### src/rtl/fadd_pkg.sv
// fadd_pkg: shared constants and types for the
// shared binary32 adder scheduler.
package fadd_pkg;

  localparam int FP_W       = 32;
  localparam int FLAG_NAN   = 3;
  localparam int FLAG_OF    = 2;
  localparam int FLAG_ZERO  = 1;
  localparam int FLAG_PLOST = 0;
  localparam int MAX_REQ    = 16;

  typedef struct packed {
    logic [FP_W-1:0] a;
    logic [FP_W-1:0] b;
  } fp_pair_t;

  // flip the sign bit when s is set (turns A+B into A-B)
  function automatic logic [FP_W-1:0] neg_if(
    input logic [FP_W-1:0] v,
    input logic            s
  );
    return v ^ {s, {(FP_W-1){1'b0}}};
  endfunction

endpackage

### src/rtl/fadd_sched_rr_arbiter.sv
// rr_arbiter: combinational round-robin pick starting
// just after ptr and wrapping back to ptr.
module rr_arbiter #(
  parameter int N  = 4,
  parameter int IW = $clog2(N)
) (
  input  logic [N-1:0]  req,
  input  logic [IW-1:0] ptr,
  output logic [N-1:0]  grant,
  output logic [IW-1:0] grant_idx
);

  // scan ptr+1 .. ptr (mod N), first requester wins
  always_comb begin
    int          j;
    logic        found;
    logic [IW-1:0] jj;
    grant     = '0;
    grant_idx = '0;
    found     = 1'b0;
    j         = 0;
    jj        = '0;
    for (int k = 1; k <= N; k++) begin
      j = int'(ptr) + k;
      if (j >= N) j = j - N;
      jj = IW'(j);
      if (!found && req[jj]) begin
        found     = 1'b1;
        grant[jj] = 1'b1;
        grant_idx = jj;
      end
    end
  end

endmodule

### src/rtl/fp_adder.sv
// fp_adder: combinational binary32 adder with
// round-to-nearest-even (ROUNDING_TYPE 0) or truncation.
module fp_adder
  import fadd_pkg::*;
#(
  parameter int         BIT_SIZE      = 32,
  parameter int         ROUNDING_TYPE = 0,
  parameter logic [3:0] FLAG_EN       = 4'hF
) (
  input  logic [BIT_SIZE-1:0] i_a,
  input  logic [BIT_SIZE-1:0] i_b,
  output logic [BIT_SIZE-1:0] o_sum,
  output logic [3:0]          o_flags
);

  logic        w_a_nan, w_b_nan, w_a_inf, w_b_inf;
  logic        w_swap, w_eff_sub;
  logic [31:0] w_x, w_y, w_res;
  logic [7:0]  w_ex, w_ey, w_d;
  logic [23:0] w_mx, w_my;
  logic [53:0] w_shw;
  logic [26:0] w_al, w_n0, w_n;
  logic [27:0] w_s;
  logic [9:0]  w_e;
  logic [4:0]  w_lz, w_sh;
  logic [24:0] w_m;
  logic        w_g, w_rs, w_up, w_ovf;
  logic [3:0]  w_fl;

  // align, add, normalise, round, then patch specials
  always_comb begin
    w_a_nan = (i_a[30:23] == 8'hFF) && (i_a[22:0] != 23'd0);
    w_b_nan = (i_b[30:23] == 8'hFF) && (i_b[22:0] != 23'd0);
    w_a_inf = (i_a[30:23] == 8'hFF) && (i_a[22:0] == 23'd0);
    w_b_inf = (i_b[30:23] == 8'hFF) && (i_b[22:0] == 23'd0);
    w_swap  = i_b[30:0] > i_a[30:0];
    w_x     = w_swap ? i_b : i_a;
    w_y     = w_swap ? i_a : i_b;
    w_ex    = (w_x[30:23] == 8'd0) ? 8'd1 : w_x[30:23];
    w_ey    = (w_y[30:23] == 8'd0) ? 8'd1 : w_y[30:23];
    w_mx    = {|w_x[30:23], w_x[22:0]};
    w_my    = {|w_y[30:23], w_y[22:0]};
    w_eff_sub = w_x[31] ^ w_y[31];
    w_d     = w_ex - w_ey;
    w_shw   = {w_my, 3'b000, 27'd0} >> w_d;
    w_al    = (w_d >= 8'd27) ? {26'd0, |w_my}
            : (w_shw[53:27] | {26'd0, |w_shw[26:0]});
    w_s     = w_eff_sub
            ? ({1'b0, w_mx, 3'b000} - {1'b0, w_al})
            : ({1'b0, w_mx, 3'b000} + {1'b0, w_al});
    w_e     = {2'b00, w_ex};
    if (w_s[27]) begin
      w_n0 = w_s[27:1] | {26'd0, w_s[0]};
      w_e  = w_e + 10'd1;
    end else begin
      w_n0 = w_s[26:0];
    end
    w_lz = 5'd27;
    for (int k = 0; k < 27; k++) begin
      if (w_n0[k]) w_lz = 5'(26 - k);
    end
    // never shift below the minimum exponent: yields subnormals
    w_sh = ({5'd0, w_lz} < (w_e - 10'd1))
         ? w_lz : 5'(w_e - 10'd1);
    w_n  = w_n0 << w_sh;
    w_e  = w_e - {5'd0, w_sh};
    w_g  = w_n[2];
    w_rs = |w_n[1:0];
    w_up = (ROUNDING_TYPE == 0) && w_g && (w_rs || w_n[3]);
    w_m  = {1'b0, w_n[26:3]} + {24'd0, w_up};
    if (w_m[24]) begin
      w_m = {1'b0, w_m[24:1]};
      w_e = w_e + 10'd1;
    end
    w_ovf = w_m[23] && (w_e >= 10'd255);
    w_fl  = '0;
    if (w_a_nan || w_b_nan ||
        (w_a_inf && w_b_inf && (i_a[31] ^ i_b[31]))) begin
      w_res           = 32'h7FC0_0000;
      w_fl[FLAG_NAN]  = 1'b1;
    end else if (w_a_inf || w_b_inf) begin
      w_res = {w_x[31], 8'hFF, 23'd0};
    end else if (w_s == 28'd0) begin
      w_res = {w_x[31] & ~w_eff_sub, 31'd0};
    end else if (w_ovf) begin
      w_res = (ROUNDING_TYPE == 0)
            ? {w_x[31], 8'hFF, 23'd0}
            : {w_x[31], 31'h7F7F_FFFF};
      w_fl[FLAG_OF]    = 1'b1;
      w_fl[FLAG_PLOST] = 1'b1;
    end else begin
      w_res = {w_x[31], w_m[23] ? w_e[7:0] : 8'd0, w_m[22:0]};
      w_fl[FLAG_PLOST] = w_g | w_rs;
    end
    w_fl[FLAG_ZERO] = (w_res[30:0] == 31'd0);
  end

  assign o_sum   = BIT_SIZE'(w_res);
  assign o_flags = w_fl & FLAG_EN;

endmodule

### src/rtl/fadd_sched.sv
// fadd_sched: round-robin time-sharing of one binary32
// adder; S1 holds operands, S2 holds the tagged result.
module fadd_sched
  import fadd_pkg::*;
#(
  parameter int NUM_REQ       = 4,
  parameter int ID_W          = $clog2(NUM_REQ),
  parameter int ROUNDING_TYPE = 0
) (
  input  logic                    clk,
  input  logic                    rst,
  input  logic [NUM_REQ-1:0]      req_valid,
  output logic [NUM_REQ-1:0]      req_ready,
  input  logic [NUM_REQ*FP_W-1:0] req_a,
  input  logic [NUM_REQ*FP_W-1:0] req_b,
  input  logic [NUM_REQ-1:0]      req_sub,
  output logic                    res_valid,
  input  logic                    res_ready,
  output logic [FP_W-1:0]         res_data,
  output logic [ID_W-1:0]         res_id,
  output logic [3:0]              res_flags,
  output logic                    busy
);

  logic [ID_W-1:0]    r_last_ptr;
  logic               r_s1_valid;
  fp_pair_t           r_s1_pair;
  logic [ID_W-1:0]    r_s1_id;
  logic               r_res_valid;
  logic [FP_W-1:0]    r_res_data;
  logic [ID_W-1:0]    r_res_id;
  logic [3:0]         r_res_flags;

  logic [NUM_REQ-1:0] w_grant;
  logic [ID_W-1:0]    w_gidx;
  logic               w_s1_adv;
  logic               w_s1_free;
  logic               w_xfer;
  fp_pair_t           w_pair;
  logic [FP_W-1:0]    w_sum;
  logic [3:0]         w_flags;

  rr_arbiter #(
    .N  (NUM_REQ),
    .IW (ID_W)
  ) u_arb (
    .req       (req_valid),
    .ptr       (r_last_ptr),
    .grant     (w_grant),
    .grant_idx (w_gidx)
  );

  assign w_s1_adv  = r_s1_valid & (~r_res_valid | res_ready);
  assign w_s1_free = ~r_s1_valid | w_s1_adv;
  assign req_ready = w_grant & {NUM_REQ{w_s1_free & ~rst}};
  assign w_xfer    = |(req_valid & req_ready);

  // steer the granted requester's operands into S1
  always_comb begin
    w_pair = '0;
    for (int i = 0; i < NUM_REQ; i++) begin
      if (w_grant[i]) begin
        w_pair.a = req_a[i*FP_W +: FP_W];
        w_pair.b = neg_if(req_b[i*FP_W +: FP_W], req_sub[i]);
      end
    end
  end

  // S1: capture on transfer, empty when S2 takes it
  always_ff @(posedge clk) begin
    if (rst) begin
      r_s1_valid <= 1'b0;
      r_s1_pair  <= '0;
      r_s1_id    <= '0;
      r_last_ptr <= ID_W'(NUM_REQ - 1);
    end else if (w_xfer) begin
      r_s1_valid <= 1'b1;
      r_s1_pair  <= w_pair;
      r_s1_id    <= w_gidx;
      r_last_ptr <= w_gidx;
    end else if (w_s1_adv) begin
      r_s1_valid <= 1'b0;
    end
  end

  fp_adder #(
    .BIT_SIZE      (FP_W),
    .ROUNDING_TYPE (ROUNDING_TYPE),
    .FLAG_EN       (4'hF)
  ) u_add (
    .i_a     (r_s1_pair.a),
    .i_b     (r_s1_pair.b),
    .o_sum   (w_sum),
    .o_flags (w_flags)
  );

  // S2: result register, frozen until downstream accepts
  always_ff @(posedge clk) begin
    if (rst) begin
      r_res_valid <= 1'b0;
      r_res_data  <= '0;
      r_res_id    <= '0;
      r_res_flags <= '0;
    end else if (w_s1_adv) begin
      r_res_valid <= 1'b1;
      r_res_data  <= w_sum;
      r_res_id    <= r_s1_id;
      r_res_flags <= w_flags;
    end else if (res_ready) begin
      r_res_valid <= 1'b0;
    end
  end

  assign res_valid = r_res_valid;
  assign res_data  = r_res_data;
  assign res_id    = r_res_id;
  assign res_flags = r_res_flags;
  assign busy      = r_s1_valid | r_res_valid;

endmodule

### config.mk
export PLATFORM = sky130hd
export DESIGN_NAME = fadd_sched
export DESIGN_NICKNAME = d
export VERILOG_FILES = /design/src/rtl/fadd_pkg.sv /design/src/rtl/fadd_sched_rr_arbiter.sv /design/src/rtl/fp_adder.sv /design/src/rtl/fadd_sched.sv
export SDC_FILE = /design/constraint.sdc
export NUM_CORES = 1
export LEC_CHECK = 0
export BUFFER_PORTS_ARGS = -buffer_cell sky130_fd_sc_hd__buf_2
export CAP_MARGIN = 20
export CORE_MARGIN = 2
export CORE_UTILIZATION = 40
export CTS_CLUSTER_DIAMETER = 200
export DETAILED_ROUTE_END_ITERATION = 10
export PLACE_DENSITY_LB_ADDON = 0.15
export SLEW_MARGIN = 20
export SYNTH_ARGS = -nofsm -noshare
export SYNTH_HDL_FRONTEND = slang
export SYNTH_SLANG_ARGS = --single-unit
### constraint.sdc
create_clock -name clk -period 22.1 [get_ports clk]
set_input_delay 1.105 -clock clk [delete_from_list [all_inputs] [get_ports clk]]
set_output_delay 1.105 -clock clk [all_outputs]
set_load 0.1 [all_outputs]
==> results of run 1 <==
==> routing by layer <==
metal | global-route usage (%) | vias up | wire, um | share of wire, %
met1 | 46.2 | 12100 | 41200 | 43
met5 | 0 | - | 0 | 0
met3 | 4.21 | 227 | 7200 | 7.5
li1 | - | 11900 | - | -
met4 | 16.1 | 0 | 4620 | 4.8
met2 | 56.4 | 1302 | 43500 | 45
==> how the worst max path moves through the flow <==
stage                     slack (ns)            to          start  cells past startpoint
after floorplan                 5.46  res_flags[0]  r_s1_pair[62]                     76
after global placement          2.84  res_flags[0]  r_s1_pair[56]                     61
after detailed placement        2.42  res_flags[0]  r_s1_pair[56]                     61
after CTS                       2.33  res_flags[0]  r_s1_pair[56]                     61
after global routing            0.60  res_flags[0]  r_s1_pair[56]                     60
final                           1.94  res_flags[0]  r_s1_pair[56]                     61
==> per-stage QoR <==
stage | hold WS (ns) | cell area, um2
2_1_floorplan | 0.429 | 20600
3_3_place_gp | 0.440 | 22500
4_1_cts | 0.460 | 22800
6_report | 0.457 | 22800
3_5_place_dp | 0.450 | 22500
5_1_grt | 0.496 | 22800
==> synthesized netlist by cell type, types with 20 or more instances <==
cell type / instances / area share (%)
sky130_fd_sc_hd__a211oi_1: 173 / 6.3
sky130_fd_sc_hd__clkbuf_1: 159 / 2.9
sky130_fd_sc_hd__o211ai_1: 37 / 1.3
sky130_fd_sc_hd__and3_1: 20 / 0.61
sky130_fd_sc_hd__ha_1: 108 / 6.6
sky130_fd_sc_hd__mux2i_1: 102 / 5.0
sky130_fd_sc_hd__a21oi_1: 253 / 6.1
sky130_fd_sc_hd__buf_2: 34 / 0.83
sky130_fd_sc_hd__nand2_1: 280 / 5.1
sky130_fd_sc_hd__or3_1: 28 / 0.85
sky130_fd_sc_hd__inv_1: 123 / 2.2
sky130_fd_sc_hd__nor3_1: 94 / 2.3
sky130_fd_sc_hd__nor4_1: 35 / 1.1
sky130_fd_sc_hd__mux2_2: 35 / 1.9
sky130_fd_sc_hd__o21a_1: 22 / 0.80
sky130_fd_sc_hd__a21o_1: 36 / 1.3
sky130_fd_sc_hd__o21ai_0: 169 / 4.1
sky130_fd_sc_hd__nand4_1: 38 / 1.2
sky130_fd_sc_hd__xnor2_1: 48 / 2.0
sky130_fd_sc_hd__nor2_1: 375 / 6.8
sky130_fd_sc_hd__dfxtp_1: 108 / 11
sky130_fd_sc_hd__nand3_1: 90 / 2.2
sky130_fd_sc_hd__a22oi_1: 87 / 3.2
sky130_fd_sc_hd__a31oi_1: 26 / 0.79
sky130_fd_sc_hd__xor2_1: 23 / 0.98
sky130_fd_sc_hd__o31ai_1: 25 / 0.91
==> final cells by class <==
type                    instances  area [um2]  area share [%]
inverters                     128         480            2.10
well taps                     680         851            3.73
multi-input cells            2577       17100            74.9
diodes                          8        20.0          0.0877
flip-flops and latches        108        2160            9.47
clock buffers                  11         243            1.06
clock inverters                 5        45.0           0.197
repair buffers                360        1940            8.48
==> critical path: cells and delay by family (launching register included) <==
kind / cells / cell delay, ns
compound gates: 27 / 9.16
xor+xnor: 2 / 0.67
fa+ha+maj: 5 / 1.70
buf+inv: 8 / 2.01
flops: 1 / 0.51
mux: 5 / 1.41
simple gates: 14 / 4.56
==> cells in the final DEF, fill, tap and decap left out, drive strengths merged, types with 18 or more instances in the layout <==
master,instances
and3,20
o211ai,37
dfxtp,108
inv,127
or4,18
o31ai,26
nand2,282
nand4,41
nor3,100
o21ai,188
xor2,23
o21a,23
or3,30
nor2,377
a21oi,255
xnor2,49
nand3,90
mux2i,106
buf,359
a211oi,178
a31oi,28
a21o,36
nor4,42
a22oi,87
mux2,39
ha,108
==> registers in the layout (all words and copies together) (netlist names) <==
name,cells
r_s1_pair,64
res_data,32
res_flags,4
r_last_ptr,2
r_s1_id,2
res_id,2
r_s1_valid,1
res_valid,1
==> logic make-up (layout without fill, tap and decap cells) <==
group	count (synthesis)	count (layout)	synth area share [%]
xor+xnor	72	72	3.10
compound gates	1134	1134	38.5
other cells	0	8	0
mux	156	156	8.58
flops	108	108	10.5
buf+inv	346	504	6.88
fa+ha+maj	111	111	6.85
simple gates	1104	1104	25.5
==> flow_summary.json, run 1 <==
{
  "r2r_slack_ns": 1.94,
  "synth_enable_flop_cells": 0,
  "cts_hold_buf": 0,
  "die_height_um": 231,
  "grt_first_pass_wirelength_um": 147000,
  "final_hold_viol_count": 0,
  "period_share_pct": 91.2,
  "drt.antenna.violating_nets": 0,
  "io_pins": 311,
  "cp_max_fo": 53,
  "post-cts-setup-buffer-count": 0,
  "remaining_drc_errors": 0,
  "clock_pin_transition_on_the_worst_setup_and_hold_timing_paths_ns": 0.08,
  "drive_above_1_share_pct": 16.3,
  "hold_start": "res_data[16]",
  "floorplan.core_area_um2": 51100,
  "die-width_um": 231,
  "finalWeightedCongestion": 1.02,
  "synthesis.instances": 3031,
  "place.detailed.hpwl_um": 76600,
  "synthesis.area_per_instance_um2": 6.79,
  "maxCapViolations": 0,
  "avgRoutedWirePerCell_um": 24.9,
  "max_stage_delay_ns": 0.91,
  "grt_setup_unrepaired": "no",
  "detailedRoute.firstIterationViolations": 2544,
  "synth.ff_latch_count": 108,
  "run_status": "completed",
  "synth_fp_nets": 3409,
  "placement_rows": 83,
  "clock_latency_late_sink_ns": 0.37,
  "regToRegStartpoint": "r_s1_pair[56]",
  "cp.required_ns": 22.42,
  "htreeDepth": 3,
  "cts_tree": "built",
  "post-route-util_pct": 44.7,
  "preCtsSetupSlack_ns": 2.42,
  "worst_hold_endpoint": "res_data[16]",
  "hold_depth": 2,
  "drt_pass1_iterations": 6,
  "largest_net_degree_at_the_start_of_global_routing": 112,
  "via_per_inst": 6.57,
  "floorplan.initialDensity_pct": 40.3,
  "maxClockFrequency_mhz": 49.6,
  "final_cell_count_no_fill": 3877,
  "cts.sink_count": 108,
  "detailroute.via_count": 25500,
  "ctsLongestPathBuffers": 2,
  "cp_common_cell": "sky130_fd_sc_hd__a21oi_1",
  "area_growth_from_synthesis_to_final_layout_pct": 10.9,
  "dominantRegCellSynth": "sky130_fd_sc_hd__dfxtp_1",
  "slew_hr_pct": 18.4,
  "tritoncts.num_buffers": 9,
  "ys_async_sr_fraction_pct": 0,
  "critical_path.endpoint_type": "flop",
  "min-delay-path-class": "reg2reg",
  "track_usage_pct": 34.9,
  "fin_max_slew_vios": 0,
  "wirelength_um": 96600,
  "grt.overflow.total": 0,
  "critical-path-slowest-cell": "sky130_fd_sc_hd__a211oi_1",
  "finalNetCount": 3562,
  "num-fill-cells": 5476,
  "proportion_of_synthesized_chip_area_in_sequential_cells_pct": 10.5,
  "crit_type": "reg2reg",
  "r2r_cells": 61,
  "mappedNetlistArea_um2": 20600,
  "crit-reg2reg-capture": "res_flags[0]",
  "port-buffer-count": 310,
  "clock_tree.root_cell": "sky130_fd_sc_hd__clkbuf_16",
  "place.detailed.instances": 3852,
  "cp_data_arrival_time_ns": 20.48,
  "timing.final.crit_period_ns": 20.16,
  "grt_pass1_vias": 24200,
  "synth.lib_cells_used.distinct": 117,
  "worst-slew-pin-transition_ns": 1.21,
  "post_cts.resized_instances": 0,
  "final.setup.tns_ns": 0,
  "grt_antenna_before_repair": 8,
  "yosys_warnings": 0,
  "fp.dieArea_um2": 53300,
  "start_kind": "flop",
  "finalSetupViolations": 0,
  "clock_skew_ns": 0.0156,
  "layout_setup_ws_ns": 1.94
}
Power of run 1 is not shown: default switching activity piles up to over one toggle a cycle in this logic, so the estimate is an artifact.
==> run 2: changes to the inputs <==
Settings changed: SYNTH_HIERARCHICAL from default to 1.
==> flow_summary.json, run 2 <==
{
  "run_status": "completed",
  "synthesis.area_per_instance_um2": 6.70,
  "wirelength_um": 84000,
  "synth_fp_nets": 3242,
  "ctsLongestPathBuffers": 2,
  "largest_register_ffs": 64,
  "max_stage_delay_ns": 0.87,
  "ys_async_sr_fraction_pct": 0,
  "critical_path.endpoint_type": "flop",
  "post-route-util_pct": 44.6,
  "synth.cells.most_frequent": "sky130_fd_sc_hd__nand2_1 (401), sky130_fd_sc_hd__a21oi_1 (292), sky130_fd_sc_hd__nor2_1 (221)",
  "dominantRegCellSynth": "sky130_fd_sc_hd__dfxtp_1",
  "finalSetupViolations": 0,
  "fp.dieArea_um2": 49700,
  "cts_hold_buf": 0,
  "detailroute.via_count": 23700,
  "grt_setup_unrepaired": "no",
  "fin_max_slew_vios": 0,
  "placed_area_um2": 20800,
  "port-buffer-count": 310,
  "cp.required_ns": 22.41,
  "min-delay-path-class": "reg2reg",
  "r2r_slack_ns": 1.59,
  "final_hold_viol_count": 0,
  "clock_tree.root_cell": "sky130_fd_sc_hd__clkbuf_16",
  "grt_pass1_vias": 21900,
  "post_cts.resized_instances": 0,
  "grt_antenna_before_repair": 6,
  "floorplan.initialDensity_pct": 40.3,
  "most_area_hungry_cell_type_in_the_yosys_netlist": "sky130_fd_sc_hd__dfxtp_1",
  "drt_pass1_iterations": 7,
  "clock_latency_late_sink_ns": 0.37,
  "critical-path-slowest-cell": "sky130_fd_sc_hd__nor4_4",
  "synth.ff_latch_count": 108,
  "mappedNetlistArea_um2": 19200,
  "die_height_um": 223,
  "floorplan.core_area_um2": 47500,
  "cts_tree": "built",
  "place.detailed.instances": 3630,
  "post-cts-setup-buffer-count": 0,
  "finish.instance_area_um2": 21200,
  "start_kind": "flop",
  "finalWeightedCongestion": 1.03,
  "maxCapViolations": 0,
  "largest_net_degree_at_the_start_of_global_routing": 112,
  "via_per_inst": 6.48,
  "final.setup.tns_ns": 0,
  "final_cell_count_no_fill": 3653,
  "proportion_of_synthesized_chip_area_in_sequential_cells_pct": 11.3,
  "slew_hr_pct": 21.6,
  "most_used_cells_in_the_layout_excluding_fill_and_tap_cells": "sky130_fd_sc_hd__nand2_1 (401), sky130_fd_sc_hd__buf_2 (309), sky130_fd_sc_hd__a21oi_1 (291)",
  "place.detailed.hpwl_um": 67100,
  "remaining_drc_errors": 0,
  "clock_pin_transition_on_the_worst_setup_and_hold_timing_paths_ns": 0.08,
  "leading_cell_type_in_the_layout_fill_and_taps_excluded": "sky130_fd_sc_hd__nand2_1",
  "cp_max_fo": 70,
  "yosys_warnings": 6,
  "io_pins": 311,
  "largest_register": "r_s1_pair",
  "maxClockFrequency_mhz": 48.8,
  "track_usage_pct": 32.1,
  "synth.lib_cells_used.distinct": 117,
  "avgRoutedWirePerCell_um": 23.0,
  "placement_rows": 80,
  "clock_skew_ns": 0.0115,
  "crit_type": "reg2reg",
  "synth_most_common_cell": "sky130_fd_sc_hd__nand2_1",
  "synth_enable_flop_cells": 0,
  "die-width_um": 223,
  "timing.final.crit_period_ns": 20.51,
  "synthesis.instances": 2863,
  "grt.overflow.total": 0,
  "cp_data_arrival_time_ns": 20.81,
  "cts.sink_count": 108,
  "detailedRoute.firstIterationViolations": 2627,
  "drt.antenna.violating_nets": 0,
  "tritoncts.num_buffers": 9,
  "worst-slew-pin-transition_ns": 1.16,
  "drive_above_1_share_pct": 15.6,
  "htreeDepth": 3,
  "finalNetCount": 3405,
  "synth_top_area_share_pct": 11.3,
  "grt_first_pass_wirelength_um": 127000,
  "area_growth_from_synthesis_to_final_layout_pct": 10.5,
  "netlist_top_cells_area": "sky130_fd_sc_hd__dfxtp_1 (11%), sky130_fd_sc_hd__nand2_1 (7.8%), sky130_fd_sc_hd__a21oi_1 (7.6%)",
  "period_share_pct": 92.8
}
==> run 2: final cells by class <==
class,count,area (um2)
sequential,108,2160
antenna,7,17.5
timing repair buffer,340,1780
inverter,125,470
multi-input combinational,2442,15700
clock inverter,5,66.3
clock buffer,11,253
fill,5032,26400
tap,615,769
==> run 2: worst paths after layout <==
check,startpoint,endpoint,cells past startpoint
worst max-delay path,r_s1_pair[56],res_flags[1],67
worst min-delay path,res_data[29],res_data[29],2
worst max register to register,r_s1_pair[56],res_flags[1],67
worst min register to register,res_data[29],res_data[29],2
==> run 2: metrics by stage <==
step | setup slack (ns) | hold WS (ns)
5_1_grt | 0.185 | 0.473
3_3_place_gp | 2.62 | 0.442
2_1_floorplan | 6.32 | 0.432
6_report | 1.59 | 0.457
4_1_cts | 2.12 | 0.458
3_5_place_dp | 2.20 | 0.447
==> run 2: layer usage <==
layer  track usage, %  part of all wire (%)
met1             43.4                    43
met2             52.1                    45
met5                0                     0
met3             3.61                   8.0
met4             12.8                   4.0
==> run 2: cell families (layout without fill, tap and decap cells) <==
logic type,count (synthesis),in the layout,synth area share (%)
multiplexers,128,128,7.36
AO/OA/AOI/OAI,987,987,34.4
XOR/XNOR,86,86,3.97
buffers and inverters,313,481,7.25
AND/OR/NAND/NOR,1129,1129,28.3
adder cells (fa/ha/maj),112,112,7.42
other,0,7,0
flip-flops,108,108,11.3
==> run 2: worst max-delay path: cells and delay by family (launching register included) <==
kind                     cells  cell delay [ns]
AO/OA/AOI/OAI               31             8.34
AND/OR/NAND/NOR             20             5.31
buffers and inverters        8             2.88
adder cells (fa/ha/maj)      5             1.61
multiplexers                 2             0.89
XOR/XNOR                     1             0.85
flip-flops                   1             0.47
Power of run 2 is left out for the same reason.
